### src/rtl/itlb_maint_if.sv
// ITLB maintenance bus: software MSR write side in, IMMU write ports and flush status out.
interface itlb_maint_if #(
  parameter int unsigned CONFIG_DW          = 32,
  parameter int unsigned CONFIG_ITLB_P_SETS = 7
);
  logic                          flush_req;
  logic                          sw_tlbl_we;
  logic [CONFIG_ITLB_P_SETS-1:0] sw_tlbl_idx;
  logic [CONFIG_DW-1:0]          sw_tlbl_nxt;
  logic                          sw_tlbh_we;
  logic [CONFIG_ITLB_P_SETS-1:0] sw_tlbh_idx;
  logic [CONFIG_DW-1:0]          sw_tlbh_nxt;
  logic                          tlbl_we;
  logic [CONFIG_ITLB_P_SETS-1:0] tlbl_idx;
  logic [CONFIG_DW-1:0]          tlbl_nxt;
  logic                          tlbh_we;
  logic [CONFIG_ITLB_P_SETS-1:0] tlbh_idx;
  logic [CONFIG_DW-1:0]          tlbh_nxt;
  logic                          fetch_hold;
  logic                          flush_busy;
  logic                          flush_done;

  modport master (
    output flush_req, sw_tlbl_we, sw_tlbl_idx, sw_tlbl_nxt,
           sw_tlbh_we, sw_tlbh_idx, sw_tlbh_nxt,
    input  tlbl_we, tlbl_idx, tlbl_nxt, tlbh_we, tlbh_idx, tlbh_nxt,
           fetch_hold, flush_busy, flush_done
  );

  modport slave (
    input  flush_req, sw_tlbl_we, sw_tlbl_idx, sw_tlbl_nxt,
           sw_tlbh_we, sw_tlbh_idx, sw_tlbh_nxt,
    output tlbl_we, tlbl_idx, tlbl_nxt, tlbh_we, tlbh_idx, tlbh_nxt,
           fetch_hold, flush_busy, flush_done
  );
endinterface

### src/rtl/itlb_maint_ctrl.sv
// ITLB maintenance sequencer: merges software TLBL/TLBH writes with a
// flush-all walker onto the IMMU write ports and holds fetch during a flush.
module itlb_maint_ctrl #(
  parameter int unsigned CONFIG_DW          = 32,
  parameter int unsigned CONFIG_ITLB_P_SETS = 7
) (
  input  logic         clk,
  input  logic         rst,
  itlb_maint_if.slave  bus
);
  localparam int unsigned P  = CONFIG_ITLB_P_SETS;
  localparam int unsigned DW = CONFIG_DW;
  localparam logic [P-1:0] LAST_IDX = '1;

  typedef enum logic [1:0] {IDLE, FLUSH, DONE} state_t;

  state_t         state_q, state_d;
  logic [P-1:0]   cnt_q, cnt_d;

  logic           tlbl_we_q, tlbl_we_d;
  logic [P-1:0]   tlbl_idx_q, tlbl_idx_d;
  logic [DW-1:0]  tlbl_nxt_q, tlbl_nxt_d;
  logic           tlbh_we_q;
  logic [P-1:0]   tlbh_idx_q;
  logic [DW-1:0]  tlbh_nxt_q;
  logic           busy_q, busy_d;
  logic           done_q, done_d;

  // State, set counter and all output registers.
  always_ff @(posedge clk or posedge rst) begin
    if (rst) begin
      state_q    <= IDLE;
      cnt_q      <= '0;
      tlbl_we_q  <= 1'b0;
      tlbl_idx_q <= '0;
      tlbl_nxt_q <= '0;
      tlbh_we_q  <= 1'b0;
      tlbh_idx_q <= '0;
      tlbh_nxt_q <= '0;
      busy_q     <= 1'b0;
      done_q     <= 1'b0;
    end else begin
      state_q    <= state_d;
      cnt_q      <= cnt_d;
      tlbl_we_q  <= tlbl_we_d;
      tlbl_idx_q <= tlbl_idx_d;
      tlbl_nxt_q <= tlbl_nxt_d;
      tlbh_we_q  <= bus.sw_tlbh_we;
      tlbh_idx_q <= bus.sw_tlbh_idx;
      tlbh_nxt_q <= bus.sw_tlbh_nxt;
      busy_q     <= busy_d;
      done_q     <= done_d;
    end
  end

  // Next state and TLBL port arbitration; software writes always win the slot.
  always_comb begin
    state_d    = state_q;
    cnt_d      = cnt_q;
    tlbl_we_d  = bus.sw_tlbl_we;
    tlbl_idx_d = bus.sw_tlbl_idx;
    tlbl_nxt_d = bus.sw_tlbl_nxt;
    case (state_q)
      IDLE: begin
        if (bus.flush_req) begin
          state_d = FLUSH;
          cnt_d   = '0;
        end
      end
      FLUSH: begin
        if (!bus.sw_tlbl_we) begin
          tlbl_we_d  = 1'b1;
          tlbl_idx_d = cnt_q;
          tlbl_nxt_d = '0;
        end
        if (bus.flush_req) begin
          cnt_d = '0;
        end else if (!bus.sw_tlbl_we) begin
          if (cnt_q == LAST_IDX) begin
            state_d = DONE;
            cnt_d   = '0;
          end else begin
            cnt_d = cnt_q + P'(1);
          end
        end
      end
      DONE: begin
        cnt_d   = '0;
        state_d = bus.flush_req ? FLUSH : IDLE;
      end
      default: begin
        state_d = IDLE;
        cnt_d   = '0;
      end
    endcase
    // Hold extends one cycle past DONE so the last flush write lands first.
    busy_d = (state_q != IDLE) || (state_d != IDLE);
    done_d = (state_q == DONE);
  end

  assign bus.tlbl_we    = tlbl_we_q;
  assign bus.tlbl_idx   = tlbl_idx_q;
  assign bus.tlbl_nxt   = tlbl_nxt_q;
  assign bus.tlbh_we    = tlbh_we_q;
  assign bus.tlbh_idx   = tlbh_idx_q;
  assign bus.tlbh_nxt   = tlbh_nxt_q;
  assign bus.fetch_hold = busy_q;
  assign bus.flush_busy = busy_q;
  assign bus.flush_done = done_q;
endmodule
### src/flat_wrapper.sv
// flat-port wrapper written by rule: the top's interface ports become plain ports
module itlb_maint_ctrl_flat 
#(
  parameter int unsigned CONFIG_DW          = 32,
  parameter int unsigned CONFIG_ITLB_P_SETS = 7
)
  (clk, rst, bus_flush_req, bus_sw_tlbl_we, bus_sw_tlbl_idx, bus_sw_tlbl_nxt, bus_sw_tlbh_we, bus_sw_tlbh_idx, bus_sw_tlbh_nxt, bus_tlbl_we, bus_tlbl_idx, bus_tlbl_nxt, bus_tlbh_we, bus_tlbh_idx, bus_tlbh_nxt, bus_fetch_hold, bus_flush_busy, bus_flush_done);
  itlb_maint_if #(.CONFIG_DW(CONFIG_DW), .CONFIG_ITLB_P_SETS(CONFIG_ITLB_P_SETS)) bus_i ();
  input  logic clk;
  input  logic rst;
  input wire logic [$bits(bus_i.flush_req)-1:0] bus_flush_req;
  input wire logic [$bits(bus_i.sw_tlbl_we)-1:0] bus_sw_tlbl_we;
  input wire logic [$bits(bus_i.sw_tlbl_idx)-1:0] bus_sw_tlbl_idx;
  input wire logic [$bits(bus_i.sw_tlbl_nxt)-1:0] bus_sw_tlbl_nxt;
  input wire logic [$bits(bus_i.sw_tlbh_we)-1:0] bus_sw_tlbh_we;
  input wire logic [$bits(bus_i.sw_tlbh_idx)-1:0] bus_sw_tlbh_idx;
  input wire logic [$bits(bus_i.sw_tlbh_nxt)-1:0] bus_sw_tlbh_nxt;
  output wire logic [$bits(bus_i.tlbl_we)-1:0] bus_tlbl_we;
  output wire logic [$bits(bus_i.tlbl_idx)-1:0] bus_tlbl_idx;
  output wire logic [$bits(bus_i.tlbl_nxt)-1:0] bus_tlbl_nxt;
  output wire logic [$bits(bus_i.tlbh_we)-1:0] bus_tlbh_we;
  output wire logic [$bits(bus_i.tlbh_idx)-1:0] bus_tlbh_idx;
  output wire logic [$bits(bus_i.tlbh_nxt)-1:0] bus_tlbh_nxt;
  output wire logic [$bits(bus_i.fetch_hold)-1:0] bus_fetch_hold;
  output wire logic [$bits(bus_i.flush_busy)-1:0] bus_flush_busy;
  output wire logic [$bits(bus_i.flush_done)-1:0] bus_flush_done;
  assign bus_i.flush_req = bus_flush_req;
  assign bus_i.sw_tlbl_we = bus_sw_tlbl_we;
  assign bus_i.sw_tlbl_idx = bus_sw_tlbl_idx;
  assign bus_i.sw_tlbl_nxt = bus_sw_tlbl_nxt;
  assign bus_i.sw_tlbh_we = bus_sw_tlbh_we;
  assign bus_i.sw_tlbh_idx = bus_sw_tlbh_idx;
  assign bus_i.sw_tlbh_nxt = bus_sw_tlbh_nxt;
  assign bus_tlbl_we = bus_i.tlbl_we;
  assign bus_tlbl_idx = bus_i.tlbl_idx;
  assign bus_tlbl_nxt = bus_i.tlbl_nxt;
  assign bus_tlbh_we = bus_i.tlbh_we;
  assign bus_tlbh_idx = bus_i.tlbh_idx;
  assign bus_tlbh_nxt = bus_i.tlbh_nxt;
  assign bus_fetch_hold = bus_i.fetch_hold;
  assign bus_flush_busy = bus_i.flush_busy;
  assign bus_flush_done = bus_i.flush_done;
  itlb_maint_ctrl #(.CONFIG_DW(CONFIG_DW), .CONFIG_ITLB_P_SETS(CONFIG_ITLB_P_SETS)) u_core (.clk(clk), .rst(rst), .bus(bus_i));
endmodule
### config.mk
export PLATFORM = sky130hd
export DESIGN_NAME = itlb_maint_ctrl_flat
export DESIGN_NICKNAME = d
export VERILOG_FILES = /design/src/rtl/itlb_maint_if.sv /design/src/rtl/itlb_maint_ctrl.sv /design/src/flat_wrapper.sv
export SDC_FILE = /design/constraint.sdc
export NUM_CORES = 1
export LEC_CHECK = 0
export ABC_CLOCK_PERIOD_IN_PS = 3900
export CAP_MARGIN = 30
export CORE_UTILIZATION = 37
export DETAILED_ROUTE_END_ITERATION = 10
export GPL_ROUTABILITY_DRIVEN = 0
export HOLD_SLACK_MARGIN = 0.12
export PLACE_DENSITY_LB_ADDON = 0.1
export SLEW_MARGIN = 0
export SYNTH_ARGS = -nofsm -noshare
export SYNTH_HDL_FRONTEND = slang
export SYNTH_SLANG_ARGS = --single-unit
### constraint.sdc
create_clock -name clk -period 3.9 [get_ports clk]
set_input_delay 0.585 -clock clk [delete_from_list [all_inputs] [get_ports clk]]
set_output_delay 0.585 -clock clk [all_outputs]
set_load 0.005 [all_outputs]
==> flow_summary.json <==
{
  "outcome": "finished, final reports clean",
  "min_path_type": "flip-flop to flip-flop",
  "die_h_um": 90,
  "critPathMaxFanout": 40,
  "grt_busiest_layer": "met2",
  "antenna_found_initial": 0,
  "grt_pass1_wl_um": 10900,
  "syn_area_um2": 2870,
  "start_kind": "primary input",
  "post-synth-top-area-cell": "dfrtp_1",
  "wl_um": 6700,
  "cts_buffers": 9,
  "power.total_w": 0.00198,
  "cts_tree": "done",
  "internal_power_w": 0.00157,
  "die_x_um": 90,
  "dieArea_um2": 8100,
  "grt_max_degree": 41,
  "nets": 435,
  "avgSynthCellArea_um2": 16.0,
  "final_util_pct": 66.1,
  "clock_path_buffers": 2,
  "power_leakage_nw": 2.07,
  "tightestPinTransition_ps": 604,
  "drt-initial-drc-count": 29,
  "setup_viol": 0,
  "p_per_area_nw_per_um2": 405,
  "synth-seq-area-share_pct": 79.5,
  "row_count": 31,
  "synth_cells": 179,
  "drc_errors": 0,
  "synth_area_leaders": "dfrtp_1 79%, and2_1 7.0%, mux2_2 2.0%",
  "ys_top_cells_by_count": "91 x dfrtp_1, 32 x and2_1, 5 x a21oi_1, 5 x mux2_2, 5 x nand2_1",
  "core_area_um2": 7370,
  "rsz0062_at_grt": "no",
  "layout-drive-gt1-share_pct": 8.99,
  "synth-seq-cells": 91,
  "synth_most_common_cell": "dfrtp_1",
  "maxCapViolCount": 0,
  "clkSinkCount": 91,
  "fillers": 573,
  "root_buffer": "clkbuf_8",
  "synth_fp_nets": 263,
  "cts_resized": 0,
  "max_freq_ghz": 0.493,
  "p_switching_w": 0.000401,
  "start_util_pct": 38.9,
  "crit_type": "primary input to flip-flop",
  "yosys.cell_types.count": 33,
  "clkLatencyLatePin_ps": 340,
  "path_clk_slew_ps": 90,
  "dr.pass1.iters": 4,
  "grt_pass1_vias": 2094,
  "hpwl_um": 5010,
  "cts_hold_buffers": 0,
  "fin_skew_ps": 8.43,
  "fin_crit_sh_pct": 52.0,
  "combPwrFrac_pct": 11.4,
  "min_period_ps": 2030,
  "use_met3_pct": 5.25,
  "diodes": 0,
  "required_ps": 4130,
  "slew_headroom_pct": 59.6,
  "seqCellArea_um2": 2280,
  "syn_to_final_growth_pct": 70.0,
  "synth_async_sr_flop_share_pct": 100,
  "pin_count": 166,
  "synthFlopType": "dfrtp_1",
  "grt_util_met2_pct": 29.6,
  "finalHoldViolCount": 0,
  "setup_tns_ps": 0,
  "multi_input_area_um2": 543,
  "peakVddDrop_uv": 229,
  "vias": 2021,
  "power.share.switching_pct": 20.3,
  "crit_arrival_ps": 2260,
  "avgRoutedWirePerCell_um": 14.7,
  "met1_usage_pct": 20.7,
  "power_frac_seq_pct": 50.6,
  "power.share.clock_pct": 38.0,
  "track_usage_pct": 17.8,
  "synth_edf_count": 0,
  "yosysWarnings": 0,
  "ant_nets": 0,
  "post-cts-setup-buffers": 0,
  "slew_viol_final": 0,
  "grt.overflow.total": 0,
  "synth_top_cell_area_share_pct": 79.5,
  "cts.htree.levels": 3,
  "viasPerCell": 4.44,
  "endpoint_kind": "flip-flop",
  "portBuffers": 165
}
worst max-delay path: stages:
cell and delay (ps):
clkdlybuf4s50_1 520, and2b_2 270, nand2_2 460, mux2_2 400
stage by stage:
stage          setup WS (ps)  instances  hold slack [ps]  instance area, µm²
2_1_floorplan            951        179              467                2870
3_5_place_dp            1490        439              510                4620
3_3_place_gp            1520        439              497                4620
5_1_grt                 1750        455              546                4870
6_report                1870        455              519                4870
4_1_cts                 1870        455              521                4870
flip-flops by register name (all words and copies together), names as in the netlist:
name and flops:
u_core.bus.tlbh_nxt 32, u_core.bus.tlbl_idx 7, u_core.state_q 2, u_core.bus.tlbl_we 1
u_core.bus.tlbh_we 1, u_core.cnt_q 7, u_core.bus.tlbl_nxt 32, u_core.bus.tlbh_idx 7
u_core.bus.fetch_hold 1, u_core.bus.flush_done 1
layout by cell type (no fill, tap or decap), types with 2 or more instances in the layout:
cell type and instances:
clkdlybuf4s50_1 165, buf_4 2, nor2_1 2, clkinv_4 2, a21oi_1 5, mux2_2 5
inv_1 2, dfrtp_1 91, or4_1 2, nand3_1 2, nand2_1 5, o211ai_1 2
o21ai_0 4, o31ai_1 2, clkbuf_8 9, bufinv_16 3, and2_1 32
worst paths after layout:
path,endpoint,from,slack (ps),cells past startpoint
max,u_core.bus.tlbl_idx[2]$_DFF_PP0_,bus_sw_tlbl_we,1870,4
min,u_core.state_q[0]$_DFF_PP0_,u_core.state_q[1]$_DFF_PP0_,520,1
max reg2reg,u_core.bus.tlbl_idx[2]$_DFF_PP0_,u_core.state_q[0]$_DFF_PP0_,2180,3
min reg2reg,u_core.state_q[0]$_DFF_PP0_,u_core.state_q[1]$_DFF_PP0_,520,1
max in group asynchronous,u_core.bus.tlbl_nxt[28]$_DFF_PP0_,rst,2550,3
min in group asynchronous,u_core.bus.tlbh_nxt[14]$_DFF_PP0_,rst,580,2
logic make-up after synthesis:
kind of cell	Yosys count	share of synthesized area [%]
DFF	91	79.5
and+or+nand+nor	52	11.4
AOI/OAI and AO/OA	19	4.45
muxes	6	2.36
adders and majority gates	1	0.437
xor gates and xnor gates	1	0.306
buffers and inverters	9	1.57
final cells by class:
cell class,count,share of cell area (%)
multi-input cells,79,11.1
well taps,99,2.54
flip-flops and latches,91,46.8
clock buffers,9,2.54
inverters,3,0.257
clock inverters,7,2.54
repair buffers,167,34.2
layer usage:
metal	up-vias	wire, µm
met2	95	3490
li1	935	-
met4	0	139
met3	11	420
met5	-	0
met1	980	2650
power groups by stage:
stage               Sequential (W)  Clock, W  Combinational, W
finish                     0.00100  0.000750          0.000225
global placement           0.00102         0          0.000226
CTS                        0.00100  0.000777          0.000230
floorplan                  0.00103         0         0.0000422
global route               0.00101  0.000820          0.000244
detailed placement         0.00102         0          0.000229
No activity file was read; power rests on OpenSTA's default activity.
